File: src/rtl/uart_program_loader_pkg.sv
// Shared constants and state encodings for the UART program loader.
package uart_program_loader_pkg;

  localparam logic [7:0] SyncByte = 8'hA5;

  typedef enum logic [1:0] {StIdle, StLen, StData, StChk} loader_state_e;

  typedef enum logic [1:0] {RxIdle, RxStart, RxData, RxStop} rx_state_e;

endpackage

File: src/rtl/uart_rx_byte.sv
// 8N1 UART byte receiver: synchroniser, mid-bit sampling, stop-bit framing check.
module uart_rx_byte
  import uart_program_loader_pkg::*;
#(
  parameter int unsigned CLKS_PER_BIT = 104
) (
  input  logic       clk,
  input  logic       rst,
  input  logic       rx_i,
  output logic [7:0] rx_byte,
  output logic       byte_valid,
  output logic       frame_err
);

  localparam int unsigned CntW = $clog2(CLKS_PER_BIT);
  localparam logic [CntW-1:0] HalfBit = CntW'(CLKS_PER_BIT / 2 - 1);
  localparam logic [CntW-1:0] FullBit = CntW'(CLKS_PER_BIT - 1);

  rx_state_e       state_q, state_d;
  logic [CntW-1:0] cnt_q, cnt_d;
  logic [2:0]      bit_q, bit_d;
  logic [7:0]      shift_q, shift_d;
  logic            valid_q, valid_d;
  logic            ferr_q, ferr_d;
  logic            rx_meta_q, rx_sync_q, rx_prev_q;

  always_ff @(posedge clk) begin
    if (rst) begin
      rx_meta_q <= 1'b1;
      rx_sync_q <= 1'b1;
      rx_prev_q <= 1'b1;
      state_q   <= RxIdle;
      cnt_q     <= '0;
      bit_q     <= '0;
      shift_q   <= '0;
      valid_q   <= 1'b0;
      ferr_q    <= 1'b0;
    end else begin
      rx_meta_q <= rx_i;
      rx_sync_q <= rx_meta_q;
      rx_prev_q <= rx_sync_q;
      state_q   <= state_d;
      cnt_q     <= cnt_d;
      bit_q     <= bit_d;
      shift_q   <= shift_d;
      valid_q   <= valid_d;
      ferr_q    <= ferr_d;
    end
  end

  always_comb begin
    state_d = state_q;
    cnt_d   = cnt_q;
    bit_d   = bit_q;
    shift_d = shift_q;
    valid_d = 1'b0;
    ferr_d  = 1'b0;
    unique case (state_q)
      RxIdle: begin
        if (rx_prev_q && !rx_sync_q) begin
          state_d = RxStart;
          cnt_d   = '0;
        end
      end
      RxStart: begin
        if (cnt_q == HalfBit) begin
          // A start bit that is high again at mid-bit was only a glitch.
          state_d = rx_sync_q ? RxIdle : RxData;
          cnt_d   = '0;
          bit_d   = '0;
        end else begin
          cnt_d = cnt_q + 1'b1;
        end
      end
      RxData: begin
        if (cnt_q == FullBit) begin
          cnt_d   = '0;
          shift_d = {rx_sync_q, shift_q[7:1]};
          if (bit_q == 3'd7) state_d = RxStop;
          else               bit_d   = bit_q + 3'd1;
        end else begin
          cnt_d = cnt_q + 1'b1;
        end
      end
      RxStop: begin
        if (cnt_q == FullBit) begin
          state_d = RxIdle;
          valid_d = rx_sync_q;
          ferr_d  = !rx_sync_q;
        end else begin
          cnt_d = cnt_q + 1'b1;
        end
      end
      default: state_d = RxIdle;
    endcase
  end

  assign rx_byte    = shift_q;
  assign byte_valid = valid_q;
  assign frame_err  = ferr_q;

endmodule

File: src/rtl/uart_program_loader.sv
// Frame parser that streams a UART program image into instruction memory and holds the core.
module uart_program_loader
  import uart_program_loader_pkg::*;
#(
  parameter int unsigned CLKS_PER_BIT = 104,
  parameter int unsigned ADDR_W       = 5,
  parameter int unsigned MAX_LEN      = 19,
  parameter int unsigned TIMEOUT_BITS = 32
) (
  input  logic              clk,
  input  logic              rst,
  input  logic              rx_i,
  output logic              mem_we,
  output logic [ADDR_W-1:0] mem_addr,
  output logic [7:0]        mem_data,
  output logic              cpu_hold,
  output logic              load_done,
  output logic              load_err,
  output logic              busy
);

  localparam int unsigned TimeoutCycles = TIMEOUT_BITS * CLKS_PER_BIT;
  localparam int unsigned TimerW = $clog2(TimeoutCycles + 1);
  localparam logic [TimerW-1:0] TimerMax = TimerW'(TimeoutCycles - 1);
  localparam logic [7:0] MaxLen = 8'(MAX_LEN);

  logic [7:0] rx_byte;
  logic       byte_valid;
  logic       frame_err;

  uart_rx_byte #(
    .CLKS_PER_BIT(CLKS_PER_BIT)
  ) u_rx (
    .clk       (clk),
    .rst       (rst),
    .rx_i      (rx_i),
    .rx_byte   (rx_byte),
    .byte_valid(byte_valid),
    .frame_err (frame_err)
  );

  loader_state_e     state_q, state_d;
  logic [7:0]        len_q, len_d;
  logic [ADDR_W-1:0] addr_q, addr_d;
  logic [7:0]        chk_q, chk_d;
  logic [TimerW-1:0] timer_q, timer_d;
  logic              we_q, we_d;
  logic [ADDR_W-1:0] waddr_q, waddr_d;
  logic [7:0]        wdata_q, wdata_d;
  logic              hold_q, hold_d;
  logic              done_q, done_d;
  logic              err_q, err_d;

  always_ff @(posedge clk) begin
    if (rst) begin
      state_q <= StIdle;
      len_q   <= '0;
      addr_q  <= '0;
      chk_q   <= '0;
      timer_q <= '0;
      we_q    <= 1'b0;
      waddr_q <= '0;
      wdata_q <= '0;
      hold_q  <= 1'b1;
      done_q  <= 1'b0;
      err_q   <= 1'b0;
    end else begin
      state_q <= state_d;
      len_q   <= len_d;
      addr_q  <= addr_d;
      chk_q   <= chk_d;
      timer_q <= timer_d;
      we_q    <= we_d;
      waddr_q <= waddr_d;
      wdata_q <= wdata_d;
      hold_q  <= hold_d;
      done_q  <= done_d;
      err_q   <= err_d;
    end
  end

  always_comb begin
    state_d = state_q;
    len_d   = len_q;
    addr_d  = addr_q;
    chk_d   = chk_q;
    timer_d = (state_q == StIdle || byte_valid) ? '0 : timer_q + 1'b1;
    we_d    = 1'b0;
    waddr_d = waddr_q;
    wdata_d = wdata_q;
    hold_d  = hold_q;
    done_d  = 1'b0;
    err_d   = err_q;
    unique case (state_q)
      StIdle: begin
        if (byte_valid && rx_byte == SyncByte) begin
          state_d = StLen;
          err_d   = 1'b0;
          hold_d  = 1'b1;
        end
      end
      StLen: begin
        if (byte_valid) begin
          if (rx_byte != 8'd0 && rx_byte <= MaxLen) begin
            len_d   = rx_byte;
            addr_d  = '0;
            chk_d   = rx_byte;
            state_d = StData;
          end else begin
            err_d   = 1'b1;
            state_d = StIdle;
          end
        end
      end
      StData: begin
        if (byte_valid) begin
          we_d    = 1'b1;
          waddr_d = addr_q;
          wdata_d = rx_byte;
          addr_d  = addr_q + 1'b1;
          chk_d   = chk_q ^ rx_byte;
          if (8'(addr_q) + 8'd1 == len_q) state_d = StChk;
        end
      end
      StChk: begin
        if (byte_valid) begin
          if (rx_byte == chk_q) begin
            done_d = 1'b1;
            hold_d = 1'b0;
          end else begin
            err_d = 1'b1;
          end
          state_d = StIdle;
        end
      end
      default: state_d = StIdle;
    endcase
    // Line errors and stalls abort any frame in progress; they are ignored while idle.
    if (state_q != StIdle && (frame_err || (!byte_valid && timer_q == TimerMax))) begin
      err_d   = 1'b1;
      state_d = StIdle;
    end
  end

  assign mem_we    = we_q;
  assign mem_addr  = waddr_q;
  assign mem_data  = wdata_q;
  assign cpu_hold  = hold_q;
  assign load_done = done_q;
  assign load_err  = err_q;
  assign busy      = (state_q != StIdle);

endmodule

File: config.mk
export PLATFORM = sky130hd
export DESIGN_NAME = uart_program_loader
export DESIGN_NICKNAME = d
export VERILOG_FILES = /design/src/rtl/uart_program_loader_pkg.sv /design/src/rtl/uart_rx_byte.sv /design/src/rtl/uart_program_loader.sv
export SDC_FILE = /design/constraint.sdc
export NUM_CORES = 1
export LEC_CHECK = 0
export BUFFER_PORTS_ARGS = -buffer_cell sky130_fd_sc_hd__buf_4
export CAP_MARGIN = 25
export CORE_MARGIN = 2
export CORE_UTILIZATION = 60
export DETAILED_ROUTE_END_ITERATION = 10
export PLACE_DENSITY_LB_ADDON = 0.3
export SKIP_CTS_REPAIR_TIMING = 1
export SLEW_MARGIN = 20
export SYNTH_ARGS = -nofsm -noshare
export SYNTH_HDL_FRONTEND = slang
export SYNTH_SLANG_ARGS = --single-unit
File: constraint.sdc
create_clock -name clk -period 2.2 [get_ports clk]
set_input_delay 0.33 -clock clk [delete_from_list [all_inputs] [get_ports clk]]
set_output_delay 0.33 -clock clk [all_outputs]
set_load 0.02 [all_outputs]
==> results of run 1 <==
## per-layer routing
metal  track usage  vias up  wire length [um]
li1              -     1494                 -
met1         0.316     1403              3330
met2         0.378       65              3370
met3        0.0656       11               336
met4         0.114        0               110
met5             0        -                 0
## synthesized netlist by cell type (all sizes together), types with 3 or more instances
master / number
a21oi: 48
a22oi: 5
a31oi: 3
and3: 19
and3b: 4
buf: 15
clkbuf: 14
dfxtp: 77
ha: 5
inv: 8
nand2: 56
nand3: 22
nand4: 7
nor2: 36
nor3: 17
nor4: 10
o21ai: 15
or2: 3
xnor2: 14
xor2: 12
## cell families (layout without fill, tap and decap cells)
family | after synthesis | in the layout | share of synthesized area
AO/OA/AOI/OAI | 89 | 89 | 0.151
buffers and inverters | 37 | 56 | 0.0499
multiplexers | 1 | 1 | 0.00289
XOR/XNOR | 26 | 26 | 0.0658
AND/OR/NAND/NOR | 185 | 185 | 0.267
adder cells (fa/ha/maj) | 5 | 5 | 0.0181
flip-flops | 77 | 77 | 0.445
## area by class of cell
cell class,count,area [um^2],share of cell area
Clock inverter,6,93.8,0.0242
Timing Repair Buffer,32,240,0.0619
Clock buffer,10,138,0.0354
Tap cell,72,90.1,0.0232
Multi-Input combinational cell,306,1750,0.451
Inverter,8,30.0,0.00773
Sequential cell,77,1540,0.397
## worst max-delay path: stages (launching register included)
cell and delay (ns):
dfxtp_1 0.39, ha_1 0.24, and3b_1 0.27, nand3_1 0.23, nor2_1 0.46, nand2_1 0.10, a21oi_1 0.15
## worst min-delay path by stage
| stage | startpoint | to | cells past startpoint |
|---|---|---|---|
| floorplan | u_rx.rx_meta_q | u_rx.rx_sync_q | 1 |
| global placement | u_rx.rx_meta_q | u_rx.rx_sync_q | 1 |
| detailed placement | u_rx.rx_meta_q | u_rx.rx_sync_q | 1 |
| CTS | rx_i | u_rx.rx_meta_q | 2 |
| global route | rx_i | u_rx.rx_meta_q | 2 |
| finish | rx_i | u_rx.rx_meta_q | 2 |
## registers in the layout (all words and copies together), names as in the netlist, 3 cells and up, named ones only
register and cells:
chk_q 8, mem_addr 5, u_rx.cnt_q 7, mem_data 8
u_rx.rx_byte 8, addr_q 5, u_rx.bit_q 3, len_q 8
timer_q 12
## metrics by stage
stage	util	setup WS, ns	cells	instance area [um^2]
after floorplan	-	0.525	420	3460
after global placement	0.659	0.401	495	3650
after detailed placement	0.659	0.332	495	3650
after CTS	0.701	0.303	511	3880
after global routing	0.701	0.0583	511	3880
final	0.701	0.284	511	3880
## report_power, final
| part | total (uW) | switching, uW | leakage [uW] | internal (uW) |
|---|---|---|---|---|
| Combinational | 43.4 | 31.1 | 0.000703 | 12.3 |
| Clock | 1220 | 539 | 0.000113 | 677 |
| Sequential | 1400 | 5.13 | 0.000621 | 1400 |
| Total | 2660 | 576 | 0.00144 | 2090 |
==> impl_metrics.tcl, run 1 <==
set metrics [dict create \
    status "finished, final reports clean" \
    grt_pass1_wl_um 12200 \
    finalHoldViolations 0 \
    row_count 27 \
    finalPower_uw 2660 \
    p_leak_uw 0.00144 \
    grt_use_total 0.244 \
    ys_ff_latch 77 \
    final_cell_mix "dfxtp_1 (77), nand2_1 (56), a21oi_1 (48)" \
    clkLatencyLatePin_ns 0.36 \
    htree_num_levels 3 \
    crit_path_max_fanout 8 \
    max_freq_ghz 0.522 \
    yosysWarningCount 0 \
    reg2reg_depth 6 \
    drive_above_1_share 0.132 \
    crit_end "u_rx.rx_byte[2]" \
    dr.pass1.iters 5 \
    synth_area_um2 3460 \
    die_x_um 80.0 \
    start_util 0.625 \
    regToRegStartpoint "u_rx.cnt_q[0]" \
    rsz0062_at_grt "false" \
    dieArea_um2 6400 \
    synth_top_area_frac 0.445 \
    final_common_cell "dfxtp_1" \
    rrSetupSlack_ns 0.28 \
    first_global_vias 2692 \
    period_share 0.871 \
    cap_violations 0 \
    p_per_area_nw_per_um2 686 \
    crit_required_ns 2.48 \
    fp.dieH_um 80.0 \
    vias_per_cell 5.82 \
    yosysSeqAreaShare 0.445 \
    overflow 0 \
    setup-violations-final 0 \
    wl_per_cell_um 14.0 \
    path_class "reg -> reg" \
    end_kind "register" \
    drtIter0Drc 182 \
    cts_buffer_depth 2 \
    syn_to_final_growth_pct 12.1 \
    netlist_top_cells_area "dfxtp_1 (45%), a21oi_1 (6.9%), nand2_1 (6.1%), nor2_1 (3.9%), xnor2_1 (3.5%)" \
    hpwl_um 4790 \
    antenna_found_initial 0 \
    routed_wirelength_um 7150 \
    postSynthAreaPerCell_um2 8.25 \
    min_period_ns 1.92 \
    maxSlewViolCount 0 \
    route.detailed.drc 0 \
    critPathLaunch "u_rx.cnt_q[0]" \
    crit_arrival_ns 2.20 \
    n_fill_cell 461 \
    clkTransAtPathRegs_ns 0.09 \
    synthCells 420 \
    synth_flop_cell "dfxtp_1" \
    cp-start-kind "register" \
    numCtsBuffers 9 \
    dr_total_vias 2973 \
    tightestPinTransition_ns 0.571 \
    gp_congestion 0.871 \
    fin_nets 442 \
    async_reset_ff_frac 0 \
    fin_setup_tns_ns 0 \
    syn_nets 428 \
    cts_sinks 77 \
    peakVddDrop_v 0.000620 \
    coreArea_um2 5540 \
    hp-class "in -> reg" \
    slew_headroom 0.619 \
    grt_max_degree 57 \
    finClkSkew_ns 0.0107 \
    yosys.area.top_type "dfxtp_1" \
    cts_tree "done" \
    whs_ns 0.151 \
    ant_nets 0 \
    cts-root-buf "clkbuf_8" \
    synth-edff-count 0 \
    antenna_cells 0 \
    reg2reg_to "u_rx.rx_byte[2]" \
    portBuffers 20 \
    synth_cell_type_count 51 \
    io_pins 21 \
]
No activity file was read; power rests on OpenSTA's default activity.
==> run 2, diff against run 1 <==
==> constraint.sdc (replaced) <==
create_clock -name clk -period 2.1 [get_ports clk]
set_input_delay 0.315 -clock clk [delete_from_list [all_inputs] [get_ports clk]]
set_output_delay 0.315 -clock clk [all_outputs]
set_load 0.02 [all_outputs]
==> run 2 against run 1 <==
Combinational power grew 16%. Design area down 1.7%. Largest cell class unchanged. Sequential cell count stayed put. Non-clock buffer count down 3. Worst setup slack lost 0.13 ns. Highest routed layer unchanged. First-iteration DRC count is 9.3% lower. Critical path depth stayed put. Global-route usage decreased by 0.12 points. Largest power group unchanged. Clock power shrank 14%. Power is 3.6% lower. Clock skew about the same.
==> impl_metrics.tcl, run 2 (synthesis results as in run 1) <==
set metrics [dict create \
    status "finished, final reports clean" \
    min_period_ns 1.95 \
    crit_required_ns 2.34 \
    period_share 0.928 \
    row_count 27 \
    critPathTopFamily "simple AND/OR/NAND/NOR gates" \
    combPwrFrac 0.020 \
    drtIter0Drc 165 \
    end_kind "register" \
    dr.pass1.iters 4 \
    clkTransAtPathRegs_ns 0.08 \
    rrSetupSlack_ns 0.15 \
    fin_nets 439 \
    cap_violations 0 \
    portBuffers 20 \
    peakVddDrop_v 0.000601 \
    start_util 0.625 \
    reg2reg_depth 6 \
    overflow 0 \
    cts_buffer_depth 2 \
    cts_tree "done" \
    tightestPinTransition_ns 0.567 \
    seq_area_um2 1540 \
    power_switching_uw 587 \
    routed_wirelength_um 7130 \
    slowest_stage "o21ai_0" \
    multi_input_area_um2 1750 \
    syn_to_final_growth_pct 10.2 \
    finClkSkew_ns 0.0106 \
    min_to "u_rx.rx_meta_q" \
    ant_nets 0 \
    crit_path_max_fanout 5 \
    antenna_cells 0 \
    drive_above_1_share 0.126 \
    fin_setup_tns_ns 0 \
    dr_total_vias 2977 \
    route.detailed.drc 0 \
    crit_arrival_ns 2.19 \
    cp_cell_sequence "ha_1 -> and3b_1 -> nand4_1 -> nand2_1 -> o21ai_0 -> nor2_1" \
    final_common_cell "dfxtp_1" \
    max_freq_ghz 0.513 \
    crit_buf_inv 0 \
    regToRegStartpoint "u_rx.cnt_q[0]" \
    hpwl_um 4780 \
    whs_ns 0.132 \
    n_fill_cell 466 \
    hold_path_depth 2 \
    cts-root-buf "clkbuf_8" \
    dieArea_um2 6400 \
    fp.dieH_um 80.0 \
    gp_congestion 0.916 \
    die_x_um 80.0 \
    numCtsBuffers 9 \
    cp-start-kind "register" \
    htree_num_levels 3 \
    internal-power_uw 1980 \
    place_area_um2 3630 \
    stdcell_area_um2 3820 \
    vias_per_cell 5.86 \
    pwr-share-seq 0.572 \
    p_per_area_nw_per_um2 672 \
    setup-violations-final 0 \
    top_register "timer_q" \
    io_pins 21 \
    first_global_vias 2847 \
    path_class "reg -> reg" \
    largest_register_ffs 12 \
    rsz0062_at_grt "false" \
    p_leak_uw 0.00140 \
    p_clk_frac 0.409 \
    hp-class "in -> reg" \
    fin_util 0.689 \
    fin_cells 508 \
    grt_pass1_wl_um 12300 \
    switching_share 0.229 \
    antenna_found_initial 0 \
    slew_headroom 0.622 \
    coreArea_um2 5540 \
    grt_use_total 0.243 \
    wl_per_cell_um 14.0 \
    final_cell_mix "dfxtp_1 (77), nand2_1 (56), a21oi_1 (48)" \
    clkLatencyLatePin_ns 0.36 \
    cts_sinks 77 \
    place_inst 492 \
    critPathMaxStageDelay_ns 0.44 \
    finalHoldViolations 0 \
    min-delay-start "rx_i" \
    grt_max_degree 57 \
    reg2reg_to "u_rx.cnt_q[6]" \
    maxSlewViolCount 0 \
]
==> run 2: how the worst max path moves through the flow <==
stage | to | start | depth (start not counted) | slack [ns]
3_5_place_dp | u_rx.rx_byte[6] | u_rx.cnt_q[0] | 6 | 0.21
3_3_place_gp | u_rx.rx_byte[4] | u_rx.cnt_q[0] | 6 | 0.28
2_1_floorplan | u_rx.cnt_q[5] | u_rx.cnt_q[0] | 6 | 0.42
5_1_grt | u_rx.rx_byte[5] | u_rx.cnt_q[0] | 6 | 0.04
6_report | u_rx.cnt_q[6] | u_rx.cnt_q[0] | 6 | 0.15
4_1_cts | u_rx.rx_byte[5] | u_rx.cnt_q[0] | 6 | 0.16
==> run 2: cell type report <==
cell class / count / area share
multi-input combinational: 306 / 0.459
clock inverter: 4 / 0.00819
clock buffer: 12 / 0.0406
sequential: 77 / 0.404
inverter: 8 / 0.00787
timing repair buffer: 29 / 0.0570
tap: 72 / 0.0236
==> run 2: metal layers <==
layer / global-route usage / share of wire / up-vias
met4: 0.0881 / 0.019 / 0
met1: 0.287 / 0.45 / 1411
met3: 0.0781 / 0.048 / 18
met2: 0.412 / 0.49 / 56
met5: 0 / 0 / -
li1: - / - / 1492
==> run 2: power groups by stage <==
stage | combinational, uW | clock [uW] | sequential [uW]
5_1_grt | 55.7 | 1130 | 1470
3_3_place_gp | 48.6 | 0 | 1500
3_5_place_dp | 49.9 | 0 | 1500
2_1_floorplan | 34.7 | 0 | 1500
4_1_cts | 50.2 | 1070 | 1470
6_report | 50.5 | 1050 | 1470
==> run 2: metrics by stage <==
stage / setup slack, ns / total power, uW
after floorplan: 0.425 / 1540
after global placement: 0.284 / 1550
after detailed placement: 0.206 / 1550
after CTS: 0.159 / 2590
after global routing: 0.0366 / 2650
final: 0.152 / 2570
